<file path="config.mk">
export PLATFORM = sky130hd
export DESIGN_NAME = uart_tx
export DESIGN_NICKNAME = d
export VERILOG_FILES = /design/src/rtl/uart_pkg.sv /design/src/rtl/uart_tx_fifo.sv /design/src/rtl/uart_tx.sv
export SDC_FILE = /design/constraint.sdc
export NUM_CORES = 1
export LEC_CHECK = 0
export BUFFER_PORTS_ARGS = -buffer_cell sky130_fd_sc_hd__buf_4
export CAP_MARGIN = 15
export CORE_UTILIZATION = 40
export DETAILED_ROUTE_END_ITERATION = 8
export SYNTH_ARGS = -nofsm -noshare
export SYNTH_HDL_FRONTEND = slang
export SYNTH_HIERARCHICAL = 1
export SYNTH_SLANG_ARGS = --single-unit
</file>
<file path="constraint.sdc">
create_clock -name i_clk -period 7.32 [get_ports i_clk]
set_clock_uncertainty 0.2 [all_clocks]
set_input_delay 1.098 -clock i_clk [delete_from_list [all_inputs] [get_ports i_clk]]
set_output_delay 1.098 -clock i_clk [all_outputs]
set_load 0.005 [all_outputs]
</file>
<file path="src/rtl/uart_pkg.sv">
// Shared UART definitions.
// Holds the transmitter FSM state type, the serial data width, the default
// bit period (50 MHz / 115200) and the MMIO address of the UART register.
package uart_pkg;

  localparam int          DATA_W           = 8;
  localparam int          DEF_CLKS_PER_BIT = 434;
  localparam logic [31:0] UART_ADDR        = 32'h1000_0000;

  typedef enum logic [1:0] {
    IDLE,
    START,
    DATA,
    STOP
  } uart_tx_state_e;

endpackage

</file>
<file path="src/rtl/uart_tx_fifo.sv">
// Synchronous show-ahead FIFO for the UART transmitter.
//   clk, rst : clock, synchronous active-high reset (empties the FIFO)
//   push/din : write din when not full
//   pop/dout : dout always shows the head; pop advances it when not empty
//   full/empty : occupancy flags
// Pointers carry one extra bit so full and empty are distinguishable.
module uart_tx_fifo #(
  parameter int DEPTH = 16,
  parameter int WIDTH = 8
) (
  input  logic             clk,
  input  logic             rst,
  input  logic             push,
  input  logic             pop,
  input  logic [WIDTH-1:0] din,
  output logic [WIDTH-1:0] dout,
  output logic             full,
  output logic             empty
);
  localparam int AW = $clog2(DEPTH);

  logic [WIDTH-1:0] mem [DEPTH];
  logic [AW:0]      wptr, rptr;
  logic             do_push, do_pop;

  assign empty   = (wptr == rptr);
  assign full    = (wptr[AW] != rptr[AW]) && (wptr[AW-1:0] == rptr[AW-1:0]);
  assign do_push = push & ~full;
  assign do_pop  = pop & ~empty;
  assign dout    = mem[rptr[AW-1:0]];

  always_ff @(posedge clk) begin
    if (rst) begin
      wptr <= '0;
      rptr <= '0;
    end else begin
      if (do_push) wptr <= wptr + 1'b1;
      if (do_pop)  rptr <= rptr + 1'b1;
    end
  end

  // Storage needs no reset; the pointers define what is valid.
  always_ff @(posedge clk) begin
    if (do_push) mem[wptr[AW-1:0]] <= din;
  end

endmodule

</file>
<file path="src/rtl/uart_tx.sv">
// UART transmitter, 8N1, with a transmit FIFO.
//   i_clk   : clock
//   i_rst   : synchronous active-high reset; aborts any frame, drops queue
//   i_data  : byte offered by the decode stage
//   i_valid : offer strobe; byte accepted when i_valid & o_ready
//   o_ready : FIFO not full
//   o_tx    : serial line, idle high, registered
//   o_busy  : frame in flight or bytes queued
// o_tx is registered from the current state, so the line lags the FSM by
// one cycle uniformly: a byte accepted into an idle, empty transmitter
// reaches the start bit two edges later, and every bit keeps its width.
module uart_tx
  import uart_pkg::*;
#(
  parameter int CLKS_PER_BIT = DEF_CLKS_PER_BIT,
  parameter int FIFO_DEPTH   = 16
) (
  input  logic              i_clk,
  input  logic              i_rst,
  input  logic [DATA_W-1:0] i_data,
  input  logic              i_valid,
  output logic              o_ready,
  output logic              o_tx,
  output logic              o_busy
);
  localparam int            CW      = $clog2(CLKS_PER_BIT);
  localparam logic [CW-1:0] CNT_MAX = CW'(CLKS_PER_BIT - 1);

  uart_tx_state_e    state, state_nx;
  logic [CW-1:0]     cnt, cnt_nx;
  logic [2:0]        bit_idx, bit_nx;
  logic [DATA_W-1:0] shreg, shreg_nx;
  logic              tx_nx;
  logic              bit_end;

  logic              push, pop;
  logic [DATA_W-1:0] head;
  logic              full, empty;

  assign push    = i_valid & o_ready & ~i_rst;
  assign o_ready = ~full;
  assign o_busy  = (state != IDLE) | ~empty;
  assign bit_end = (cnt == CNT_MAX);

  uart_tx_fifo #(
    .DEPTH (FIFO_DEPTH),
    .WIDTH (DATA_W)
  ) u_fifo (
    .clk   (i_clk),
    .rst   (i_rst),
    .push  (push),
    .pop   (pop),
    .din   (i_data),
    .dout  (head),
    .full  (full),
    .empty (empty)
  );

  always_ff @(posedge i_clk) begin
    if (i_rst) begin
      state   <= IDLE;
      cnt     <= '0;
      bit_idx <= '0;
      shreg   <= '0;
      o_tx    <= 1'b1;
    end else begin
      state   <= state_nx;
      cnt     <= cnt_nx;
      bit_idx <= bit_nx;
      shreg   <= shreg_nx;
      o_tx    <= tx_nx;
    end
  end

  always_comb begin
    state_nx = state;
    cnt_nx   = cnt;
    bit_nx   = bit_idx;
    shreg_nx = shreg;
    tx_nx    = 1'b1;
    pop      = 1'b0;
    case (state)
      IDLE: begin
        if (!empty) begin
          pop      = 1'b1;
          shreg_nx = head;
          cnt_nx   = '0;
          bit_nx   = '0;
          state_nx = START;
        end
      end
      START: begin
        tx_nx = 1'b0;
        if (bit_end) begin
          cnt_nx   = '0;
          state_nx = DATA;
        end else begin
          cnt_nx = cnt + 1'b1;
        end
      end
      DATA: begin
        tx_nx = shreg[0];
        if (bit_end) begin
          cnt_nx   = '0;
          shreg_nx = {1'b0, shreg[DATA_W-1:1]};
          bit_nx   = bit_idx + 1'b1;
          if (bit_idx == 3'd7) state_nx = STOP;
        end else begin
          cnt_nx = cnt + 1'b1;
        end
      end
      STOP: begin
        if (bit_end) begin
          cnt_nx = '0;
          // Chain straight into the next start bit when more bytes wait.
          if (!empty) begin
            pop      = 1'b1;
            shreg_nx = head;
            bit_nx   = '0;
            state_nx = START;
          end else begin
            state_nx = IDLE;
          end
        end else begin
          cnt_nx = cnt + 1'b1;
        end
      end
      default: state_nx = IDLE;
    endcase
  end

endmodule

</file>
Word level (Yosys, flattened, before mapping)
Memory sizes are Yosys's and may differ from the RTL's. A register that Yosys moved wholly into a read port is not among the register bits.
Cells that the tools add are included.
Widths: inputs -> output; s select.
{"block": "word_totals", "regBits": 33, "ramBits": 128, "input_bits": 11, "out_inout_bits": 3, "wordCells": 66, "mem_count": 1}
{"memory": "u_fifo.mem", "words": 16, "word_bits": 8, "read_ports": 1, "rd_clocked_by_memory_dff": 1, "write_ports": 1, "line_no": "uart_tx_fifo.sv:22", "text": "logic [WIDTH-1:0] mem [DEPTH];"}
{"block": "classes", "add_sub_neg": 4, "n_eq_ne": 13, "n_mux": 26, "bitwise": 8, "reduce_logical": 7}
{"cell": "$mux 8", "n": 3}
{"cell": "$pmux 8 s3", "n": 1}
{"cell": "$mux 9", "n": 2}
{"cell": "$pmux 9 s2", "n": 1}
{"cell": "$add 5x1->5 const B", "n": 2}
{"cell": "$mux 2", "n": 5}
{"cell": "$ne 2x2->1 const B", "n": 5}
{"cell": "$add 9x1->9 const B", "n": 1}
{"cell": "$eq 9x9->1 const B", "n": 1}
{"cell": "$mux 3", "n": 3}
{"cell": "$pmux 3 s3", "n": 1}
{"cell": "$mux 4", "n": 2}
{"cell": "$pmux 2 s4", "n": 1}
{"cell": "$eq 5x5->1", "n": 1}
{"cell": "$mux 1", "n": 5}
{"cell": "$reduce_and 5->1", "n": 1}
{"cell": "$and 1x1->1", "n": 4}
{"cell": "$eq 2x2->1 const B", "n": 2}
{"cell": "$eq 4x4->1", "n": 1}
{"cell": "$pmux 1 s2", "n": 2}
{"cell": "$add 3x1->3 const B", "n": 1}
{"cell": "$eq 3x3->1 const B", "n": 1}
{"cell": "$not 1->1", "n": 3}
{"cell": "$reduce_and 3->1", "n": 1}
{"cell": "other kinds (8)", "n": 8}

Longest topological paths before layout
Gate-level depths: netlist of run 1.
{"block": "depth", "word_depth": 8, "ltp_mapped": 9, "depth_no_buf": 8}

Hierarchy
Netlist of run 1, hierarchy kept.
{"module": "uart_tx_fifo", "instances": 1, "cells_per_inst": 279, "area_each_um2": 5840.6, "seq_area_each_um2": 4124.0}
{"module": "uart_tx", "instances": 1, "cells_per_inst": 143, "area_each_um2": 1357.6, "seq_area_each_um2": 460.4}

Least setup slack after synthesis of run 1
OpenSTA, ideal clock, no wires.
{"block": "synth_timing", "path_kind": "input to register", "from": "input i_rst", "to": "register u_fifo.wptr[4]", "arrival_ps": 2980, "setup_slack_ps": 4019, "stages": 6, "path_cell_list": "clkbuf_1 clkbuf_1 nor3b_1 nand3_1 a21oi_1 mux2_2"}
{"block": "synth_via", "elab_chain_len": 3}
{"item": "from (decl)", "line_no": "uart_tx.sv:19", "text": "input logic i_rst,"}
{"item": "$not 1->1", "line_no": "uart_tx.sv:40", "text": "assign push = i_valid & o_ready & ~i_rst;"}
{"item": "$and 1x1->1", "line_no": "uart_tx.sv:40"}
{"item": "named net push", "line_no": "uart_tx.sv:36", "text": "logic push, pop;"}
{"item": "$and 1x1->1", "line_no": "uart_tx_fifo.sv:28", "text": "assign do_push = push & ~full;"}
{"item": "to (signal assigned)", "line_no": "uart_tx_fifo.sv:37", "text": "if (do_push) wptr <= wptr + 1'b1;"}
{"item": "to (decl)", "line_no": "uart_tx_fifo.sv:23", "text": "logic [AW:0] wptr, rptr;"}
The timed path passes the listed nets, and every way through them passes these cells.
A chain may end at the register's enable or synchronous reset.

Worst setup path in the final report of run 1
{"block": "layout_timing", "from": "register u_fifo.wptr[2]", "to": "output o_busy"}
{"block": "layout_via", "elab_chain_len": 3}
{"item": "$eq 5x5->1", "line_no": "uart_tx_fifo.sv:26", "text": "assign empty = (wptr == rptr);"}
{"item": "named net empty", "line_no": "uart_tx.sv:38", "text": "logic full, empty;"}
{"item": "$not 1->1", "line_no": "uart_tx.sv:42", "text": "assign o_busy = (state != IDLE) | ~empty;"}
{"item": "$or 1x1->1", "line_no": "uart_tx.sv:42"}
{"item": "to (decl)", "line_no": "uart_tx.sv:24", "text": "output logic o_busy"}
The timed path passes the listed nets, and every way through them passes these cells.

==> metrics.md, run 1 <==
| Metric | Value |
|---|---|
| Final slew viol count | 0 |
| Largest fanout on the critical path | 7 |
| Final Hold Vio Count | 0 |
| Fin crit period | between 3 and 4 ns |
| Core Util, Final | roughly 46% |
| Number of diodes | 0 |
| Initial drt markers | ~260 |
| Vias in the first global route | between 3000 and 4000 |
| Crit end category | primary output |
| Fin area | ~8000 um^2 |
| Initial antenna violation count | 0 |
| # clock sinks | 165 |
| Area Overhead vs Synth | 11.5% |
| DR WL/cell | 22.1 um |
| Starting Density | between 40% and 50% |
| Vias per inst | 5.68 |
| IO Port Bufs | 13 |
| Total Wirelength | 14900 um |
| Clk root buf | clkbuf_16 |
| Synth Flop Type | edfxtp_1 |
| Clock-pin slew on the worst setup and hold paths | about 0.070 ns |
| Max Clk Rate | 0.278 GHz |
| Outcome | finished clean |
| Final Non-Filler Cells | 674 |
| Commonest non-fill, non-tap cell in the layout | edfxtp_1 |
| Core area | 17400 um^2 |
| DIE WIDTH | between 100 and 150 um |
| Pwr dens | ~290 nW/um^2 |
| Area leader, netlist | edfxtp_1 |
| Most frequent cells in the layout | 128 x edfxtp_1, 37 x dfxtp_1, 32 x mux4_1 |
| Least-Margin Pin Slew | around 0.89 ns |
| Worst setup startpoint | u_fifo/wptr[2]$_SDFFE_PP0P_ |
| GRT Total Usage | 17.5% |
| Lkg Pwr | roughly 2.7 nW |
| RSZ-0062 raised after global routing | no |
| Cell family with most CP delay | simple AND/OR/NAND/NOR gates |
| IO Pins | 14 |
| Setup TNS | 0 ns |
| Bufs on Longest Clock Path | 2 |
| Antenna Violating Nets Remaining | 0 |
| Ys Warns | 6 |
| Nets | 461 |
| Grt ovf | 0 |
| Setup Fix Bufs, Post-CTS | 0 |
| Worst R2R Start | u_fifo/rptr[4]$_SDFFE_PP0P_ |
| FFs w/ async S/R, synth | 0% |
| Largest cells by area after synthesis | edfxtp_1 53%, mux4_1 12%, dfxtp_1 10%, mux4_2 2.5%, ha_1 2.4% |
| Sequential share of the synthesized area | 63.7% |
| Top cell type's share of synthesized area | between 50% and 60% |
| Largest net degree at the start of global routing | 41 |
| CTS H-tree lvls | 4 |
| Slew margin rel. | between 40 and 50% |
| Avg Inst Size Synth | roughly 17 um^2 |
| Final Total Pwr | 2.30 mW |
| Worst IR Drop VDD | 322 uV |
| Post-synth EDFFs | 128 |
| Placed inst area | approximately 7400 um^2 |
| Drc violations | 0 |
| Row count | 48 |
| GPL Wtd Cong | 0.815 |
| MaxCap Viol Count | 0 |
| CTS resizes | 0 |
| Post-Syn Nets | approximately 450 |
| Crit path largest cell delay | roughly 0.46 ns |
| First-pass GRT wire length | about 23000 um |
| Via count | around 3800 |
| Critical hold path startpoint | shreg[0]$_SDFFE_PP0P_ |
| Drt pass-1 iters | 4 |
| Slowest CP cell | dfxtp_1 |
| # setup viols final | 0 |
| Die Ht | between 100 and 150 um |
| Period Utilization, post-route | about half |
| Req. time, crit path | around 6.0 ns |
| Gate Count Post-Synth | about 420 |
| Hold_buf cts | 0 |
| Critical Path AT | approximately 2.3 ns |
| Post-Syn Area | a little over 7000 um^2 |
| Share of layout cells above drive strength 1 | around 17% |
| Post-synth cell types | 62 |
| Crit path buffers/inverters | 2 |
| Dpl cells | approximately 640 |
| CTS Buf Count | 17 |
| TritonCTS clock tree | built |
| CP cell instances | xnor2_1 -> nand4_1 -> nor2_1 -> and2_1 -> inv_2 -> buf_4 |
| Type of the worst setup path | register to primary output |
| Worst hold path class | register to register |
| Post-synthesis register bit count | around 170 |
| Critical path launch point type | register |
| Full die area | ~19000 um^2 |
| Clock Latency Late Sink | 0.42 ns |
| Placed wire-length estimate | 9900 um |
==> worst reg2reg max path, delay by kind of cell, from the launching register on <==
kind,cells,cell delay [ns]
compound gates,1,0.62
xor+xnor,1,0.52
flops,1,0.34
simple gates,3,1.41
==> state kept, by name (all words and copies together) (netlist names), named ones only <==
register / cells
shreg: 8
u_fifo/rptr: 5
u_fifo/mem: 128
state: 2
cnt: 9
o_tx: 1
bit_idx: 3
u_fifo/wptr: 5
==> where the power goes <==
part | switching [mW] | internal, mW | leakage (nW) | total [mW]
combinational | 0.210 | 0.154 | 0.944 | 0.364
clock | 0.399 | 0.455 | 0.286 | 0.854
sequential | 0.0322 | 1.05 | 1.45 | 1.08
total | 0.641 | 1.66 | 2.68 | 2.30
==> kinds of logic after synthesis <==
family,Yosys count,share of synthesized area (%)
AOI/OAI and AO/OA,60,6.48
xor gates and xnor gates,7,0.852
adders and majority gates,14,2.43
buffers and inverters,34,2.75
DFF,165,63.7
muxes,59,17.0
and+or+nand+nor,83,6.83
==> layout make-up <==
| cell class | instances | area, um^2 |
|---|---|---|
| Fill cell | 1482 | 9390 |
| Timing Repair Buffer | 15 | 113 |
| Clock inverter | 15 | 155 |
| Inverter | 14 | 52.6 |
| Multi-Input combinational cell | 223 | 2420 |
| Clock buffer | 17 | 425 |
| Tap cell | 225 | 282 |
| Sequential cell | 165 | 4580 |
==> synth_stat cells, types with 4 or more instances <==
master and instances:
clkbuf_1 6, nand3_1 6, buf_6 6, buf_1 4, xnor2_1 6, a21oi_1 18, a211oi_1 4, mux4_2 8
a311o_1 4, nor2_1 20, mux2_2 8, nand2_1 9, mux4_1 32, a311oi_1 8, inv_1 11, nand4_1 6
mux2i_1 11, ha_1 14, nand2b_1 4, and3_1 17, dfxtp_1 37, nor2b_1 4, edfxtp_1 128
==> routing by layer <==
metal  vias up  track usage, %  routed length [um]
met5         -               0                   0
met4         0            6.05                 265
met3        13            4.21                 545
met2        98            27.3                7170
met1      1959            23.8                6940
li1       1761               -                   -
==> path summary, 6_finish.rpt <==
kind | to | slack (ns) | depth (start not counted)
min reg2reg | o_tx$_SDFF_PP1_ | 0.30 | 2
max | o_busy | 3.72 | 6
max reg2reg | u_fifo/mem[8][5]$_DFFE_PP_ | 3.89 | 5
min | o_tx$_SDFF_PP1_ | 0.30 | 2
==> per-stage QoR <==
| stage | hold WS [ns] | setup slack [ns] |
|---|---|---|
| floorplan | 0.254 | 4.02 |
| global placement | 0.266 | 3.77 |
| detailed placement | 0.285 | 3.67 |
| CTS | 0.304 | 3.65 |
| global route | 0.324 | 3.53 |
| finish | 0.303 | 3.72 |
No activity file was read; power rests on OpenSTA's default activity.
==> run 2, diff against run 1 <==
- clock period: 7.32 -> 3 ns (I/O delays scaled with it)
==> run 2 against run 1 <==
Total power up 140%. Sequential power up 140%. Setup slack worse by 3.6 ns. Final cell count up 1.2%. Clock-buffer cell count rose by 2. Combinational power rose to 2.5 times the previous value. Register-to-register slack lost 3.6 ns. First-iteration DRC count rose by 29%. Clock power increased by 130%. Global-route usage shrank 1.0 points. Wire length is 5.7% lower.
==> metrics.md, run 2 (synthesis gave the netlist of run 1 again) <==
| Metric | Value |
|---|---|
| Outcome | finished clean |
| IO Port Bufs | 13 |
| Fin area | 8070 um^2 |
| Worst R2R Setup Slack | between 0.2 and 0.3 ns |
| Row count | between 40 and 50 |
| DR WL/cell | roughly 21 um |
| Type of the worst setup path | register to primary output |
| Worst r2r path cells | 6 |
| Antenna Violating Nets Remaining | 0 |
| Initial antenna violation count | 0 |
| Period Utilization, post-route | 94.2% |
| Final Hold Vio Count | 0 |
| Total Wirelength | between 10000 and 15000 um |
| Worst R2R Start | u_fifo/wptr[2]$_SDFFE_PP0P_ |
| Worst hold path class | primary input to register |
| Lkg Pwr | between 2 and 3 nW |
| Area Overhead vs Synth | 12.1% |
| RSZ-0062 raised after global routing | no |
| Worst IR Drop VDD | between 400 and 500 uV |
| Least-Margin Pin Slew | between 0.5 and 0.6 ns |
| Vias per inst | 5.61 |
| Core area | between 15000 and 20000 um^2 |
| Fillers | about 1500 |
| Number of diodes | 0 |
| Max Clk Rate | ~0.35 GHz |
| Commonest non-fill, non-tap cell in the layout | edfxtp_1 |
| # clock sinks | approximately 170 |
| Largest net degree at the start of global routing | 40 |
| Via count | around 3800 |
| Fin crit period | between 2 and 3 ns |
| # setup viols final | 0 |
| Pwr dens | 689 nW/um^2 |
| Setup crit end | o_busy |
| IO Pins | 14 |
| Max FFs per register | around 130 |
| Setup TNS | 0 ns |
| Most frequent cells in the layout | 128 x edfxtp_1, 37 x dfxtp_1, 32 x mux4_1 |
| Final worst setup slack | 0.173 ns |
| GPL Wtd Cong | 0.778 |
| Setup Fix Bufs, Post-CTS | 0 |
| Nets | between 400 and 500 |
| Final Total Pwr | 5.56 mW |
| Critical hold path startpoint | i_data[7] |
| DIE WIDTH | around 140 um |
| Initial drt markers | around 330 |
| CTS resizes | 0 |
| Crit end category | primary output |
| Worst setup startpoint | u_fifo/wptr[2]$_SDFFE_PP0P_ |
| CTS H-tree lvls | 4 |
| Full die area | 18500 um^2 |
| Req. time, crit path | ~2.4 ns |
| Clock-pin slew on the worst setup and hold paths | 0.07 ns |
| Placed inst area | between 7000 and 8000 um^2 |
| MaxCap Viol Count | 0 |
| Grt ovf | 0 |
| Share of layout cells above drive strength 1 | roughly 18% |
| Placement Setup Slack | between 0.3 and 0.4 ns |
| GRT Total Usage | 16.5% |
| TritonCTS clock tree | built |
| Critical Path AT | 2.18 ns |
| Vias in the first global route | slightly below 4000 |
| Drc violations | 0 |
| RR Endpoint | u_fifo/mem[10][7]$_DFFE_PP_ |
| Bufs on Longest Clock Path | 2 |
| Drt pass-1 iters | 4 |
| Starting Density | approximately two fifths |
| Placed wire-length estimate | about 9000 um |
| Die Ht | 136 um |
| First-pass GRT wire length | roughly 22000 um |
| Slew margin rel. | between 60% and 70% |
| Largest fanout on the critical path | 7 |
| Clock Latency Late Sink | ~0.42 ns |
| CTS Buf Count | 17 |
| Final slew viol count | 0 |
| Clk root buf | clkbuf_16 |
| Critical path launch point type | register |
| Hold_buf cts | 0 |
## run 2: final cells by class
type | instances | area [um^2] | share of cell area (%)
timing repair buffer | 23 | 185 | 2.30
inverter | 14 | 52.6 | 0.651
tap | 225 | 282 | 3.49
multi-input combinational | 223 | 2420 | 30.0
clock inverter | 13 | 106 | 1.32
sequential | 165 | 4580 | 56.8
clock buffer | 19 | 433 | 5.37
## run 2: worst min path at each step
stage,to,cells after the start
floorplan,bit_idx[1]$_SDFFE_PP0P_,1
global placement,bit_idx[1]$_SDFFE_PP0P_,1
detailed placement,bit_idx[1]$_SDFFE_PP0P_,1
CTS,u_fifo/mem[10][4]$_DFFE_PP_,1
global route,u_fifo/mem[0][4]$_DFFE_PP_,1
finish,u_fifo/mem[6][7]$_DFFE_PP_,1
## run 2: metal layers
metal | vias to the layer above | wire length [um] | GRT usage, %
li1 | 1770 | - | -
met1 | 1956 | 6140 | 20.9
met2 | 80 | 6970 | 26.4
met3 | 17 | 723 | 5.11
met4 | 0 | 240 | 6.36
met5 | - | 0 | 0
## run 2: worst max-delay path: stages (launching register included)
cell     delay, ns
dfxtp_1       0.46
xnor2_1       0.17
nand4_1       0.24
nor2_4        0.19
buf_4         0.16
and2_1        0.29
inv_2         0.11
buf_4         0.15
## run 2: report_power, final
group,total (mW),switching [mW],internal [mW]
sequential,2.64,0.0803,2.56
clock,2.00,0.859,1.14
combinational,0.915,0.509,0.406
total,5.56,1.45,4.11
## run 2: metrics by stage
| step | hold slack (ns) | utilization (%) | cells |
|---|---|---|---|
| global placement | 0.268 | 43.2 | 650 |
| detailed placement | 0.294 | 43.2 | 650 |
| finish | 0.165 | 46.3 | 682 |
| floorplan | 0.254 | - | 422 |
| CTS | 0.149 | 46.3 | 682 |
| global route | 0.146 | 46.3 | 682 |
==> run 3, diff against run 2 <==
- ABC_CLOCK_PERIOD_IN_PS: not set -> 2570
- REMOVE_ABC_BUFFERS: not set -> 1
- clock period: 3 -> 2.57 ns (I/O delays scaled with it)
==> run 3 against run 2 <==
Highest routed layer unchanged. Clock power increased by 26%. Die area unchanged. Largest cell class unchanged. Critical path type unchanged. Clock-buffer cell count is 2 lower.
==> metrics.md, run 3 (synthesis gave the netlist of run 1 again) <==
| Metric | Value |
|---|---|
| Initial antenna violation count | 0 |
| Sequential fraction of design power | between 40% and 50% |
| Vias per inst | around 5.5 |
| Largest fanout on the critical path | 4 |
| Final Non-Filler Cells | 702 |
| CP cell instances | xnor2_1 -> nand4_1 -> nor2_4 -> buf_6 -> and2_4 -> inv_2 -> buf_4 |
| Comb pwr share | 17.0% |
| Nets | between 400 and 500 |
| GRT Total Usage | 15.7% |
| Via count | 3841 |
| Full die area | about 19000 um^2 |
| Total Wirelength | ~13000 um |
| Net switching power | 1.91 mW |
| Starting Density | between 40% and 50% |
| Setup TNS | 0 ns |
| Placement Setup Slack | 0.0629 ns |
| Slowest CP cell | dfxtp_1 |
| Die Ht | ~140 um |
| Core Util, Final | a little under half |
| Fin area | approximately 8400 um^2 |
| # setup viols final | 0 |
| Worst IR Drop VDD | roughly 630 uV |
| Least-Margin Pin Slew | roughly 0.55 ns |
| Final slew viol count | 0 |
| DIE WIDTH | around 140 um |
| First-pass GRT wire length | 21100 um |
| Critical path launch point type | register |
| Sw Share | about 28% |
| CTS Buf Count | 17 |
| Core area | around 17000 um^2 |
| TritonCTS clock tree | built |
| Drt pass-1 iters | 6 |
| Bufs on Longest Clock Path | 2 |
| Worst hold path class | primary input to register |
| Crit end category | primary output |
| IO Pins | 14 |
| Grt ovf | 0 |
| Clock Latency Late Sink | 0.43 ns |
| Clock network fraction of total power | between 30% and 40% |
| Fillers | ~1500 |
| IO Port Bufs | 13 |
| Final worst setup slack | between 0.09 and 0.1 ns |
| Final Total Pwr | 6.74 mW |
| Placed wire-length estimate | slightly below 9000 um |
| Number of diodes | 0 |
| Type of the worst setup path | register to primary output |
| DR WL/cell | ~19 um |
| Internal power | around 4.8 mW |
| Row count | 48 |
| Hold_ws | 0.0565 ns |
| Period Utilization, post-route | a little over nine tenths |
| Area Overhead vs Synth | 16.0% |
| CTS H-tree lvls | 4 |
| Pwr dens | between 800 and 900 nW/um^2 |
| Most frequent cells in the layout | 128 x edfxtp_1, 40 x buf_4, 32 x mux4_1 |
| Largest net degree at the start of global routing | 40 |
| Drc violations | 0 |
| Share of layout cells above drive strength 1 | approximately a quarter |
| Req. time, crit path | between 1.5 and 2 ns |
| Clock-pin slew on the worst setup and hold paths | 0.07 ns |
| Register area | roughly 4600 um^2 |
| # clock sinks | 165 |
| Commonest non-fill, non-tap cell in the layout | edfxtp_1 |
| Clk root buf | clkbuf_16 |
| Final Hold Vio Count | 0 |
| Hold_buf cts | 0 |
| Antenna Violating Nets Remaining | 0 |
| Lkg Pwr | approximately 2.9 nW |
| Initial drt markers | between 200 and 300 |
| Max Clk Rate | 0.404 GHz |
| Critical Path AT | ~1.9 ns |
| Slew margin rel. | a little under two thirds |
| Placed inst area | ~7700 um^2 |
| Crit path largest cell delay | between 0.3 and 0.4 ns |
| MaxCap Viol Count | 0 |
| Dpl cells | 669 |
| Vias in the first global route | about 3800 |
| Fin crit period | roughly 2.5 ns |
| Multi-input logic area | 2460 um^2 |
| GPL Wtd Cong | about 0.74 |
| Outcome | finished clean |
| Max FFs per register | 128 |
run 3: worst max-delay path: cells and delay by family, from the launching register on:
family	cells	cell delay [ns]
and+or+nand+nor	3	0.59
buffers and inverters	3	0.33
DFF	1	0.34
xor gates and xnor gates	1	0.21
run 3: area by class of cell:
type / instances / share of cell area, %
sequential: 165 / 55.0
tap: 225 / 3.37
inverter: 14 / 0.629
clock buffer: 17 / 5.09
multi-input combinational: 223 / 29.5
timing repair buffer: 43 / 4.21
clock inverter: 15 / 2.17
run 3: power by group through the flow:
stage / combinational (mW) / sequential [mW] / clock, mW
floorplan: 0.735 / 3.15 / 0
global placement: 1.08 / 3.14 / 0
detailed placement: 1.11 / 3.15 / 0
CTS: 1.11 / 3.09 / 2.57
global route: 1.25 / 3.11 / 2.67
finish: 1.15 / 3.09 / 2.51
run 3: what timing repair did:
action,in CTS,in global routing
hold endpoints to repair,0,0
pin swaps,1,3
buffers inserted,0,1
endpoints found under the setup margin,1,60
gates resized for setup,5,13
run 3: final timing paths:
path | from | slack, ns | cells after the start | endpoint
hold reg to reg | bit_idx[1]$_SDFFE_PP0P_ | 0.30 | 1 | bit_idx[1]$_SDFFE_PP0P_
setup / recovery | u_fifo/rptr[0]$_SDFFE_PP0P_ | 0.09 | 7 | o_busy
hold / removal | i_data[3] | 0.06 | 1 | u_fifo/mem[14][3]$_DFFE_PP_
setup reg to reg | u_fifo/wptr[3]$_SDFFE_PP0P_ | 0.13 | 8 | u_fifo/mem[13][5]$_DFFE_PP_
run 3: metal layers:
layer	global-route usage, %	vias to the layer above	wire (um)
met3	3.47	18	347
met5	0	-	0
met4	5.74	0	194
li1	-	1816	-
met2	25.1	53	6530
met1	20.9	1954	6290
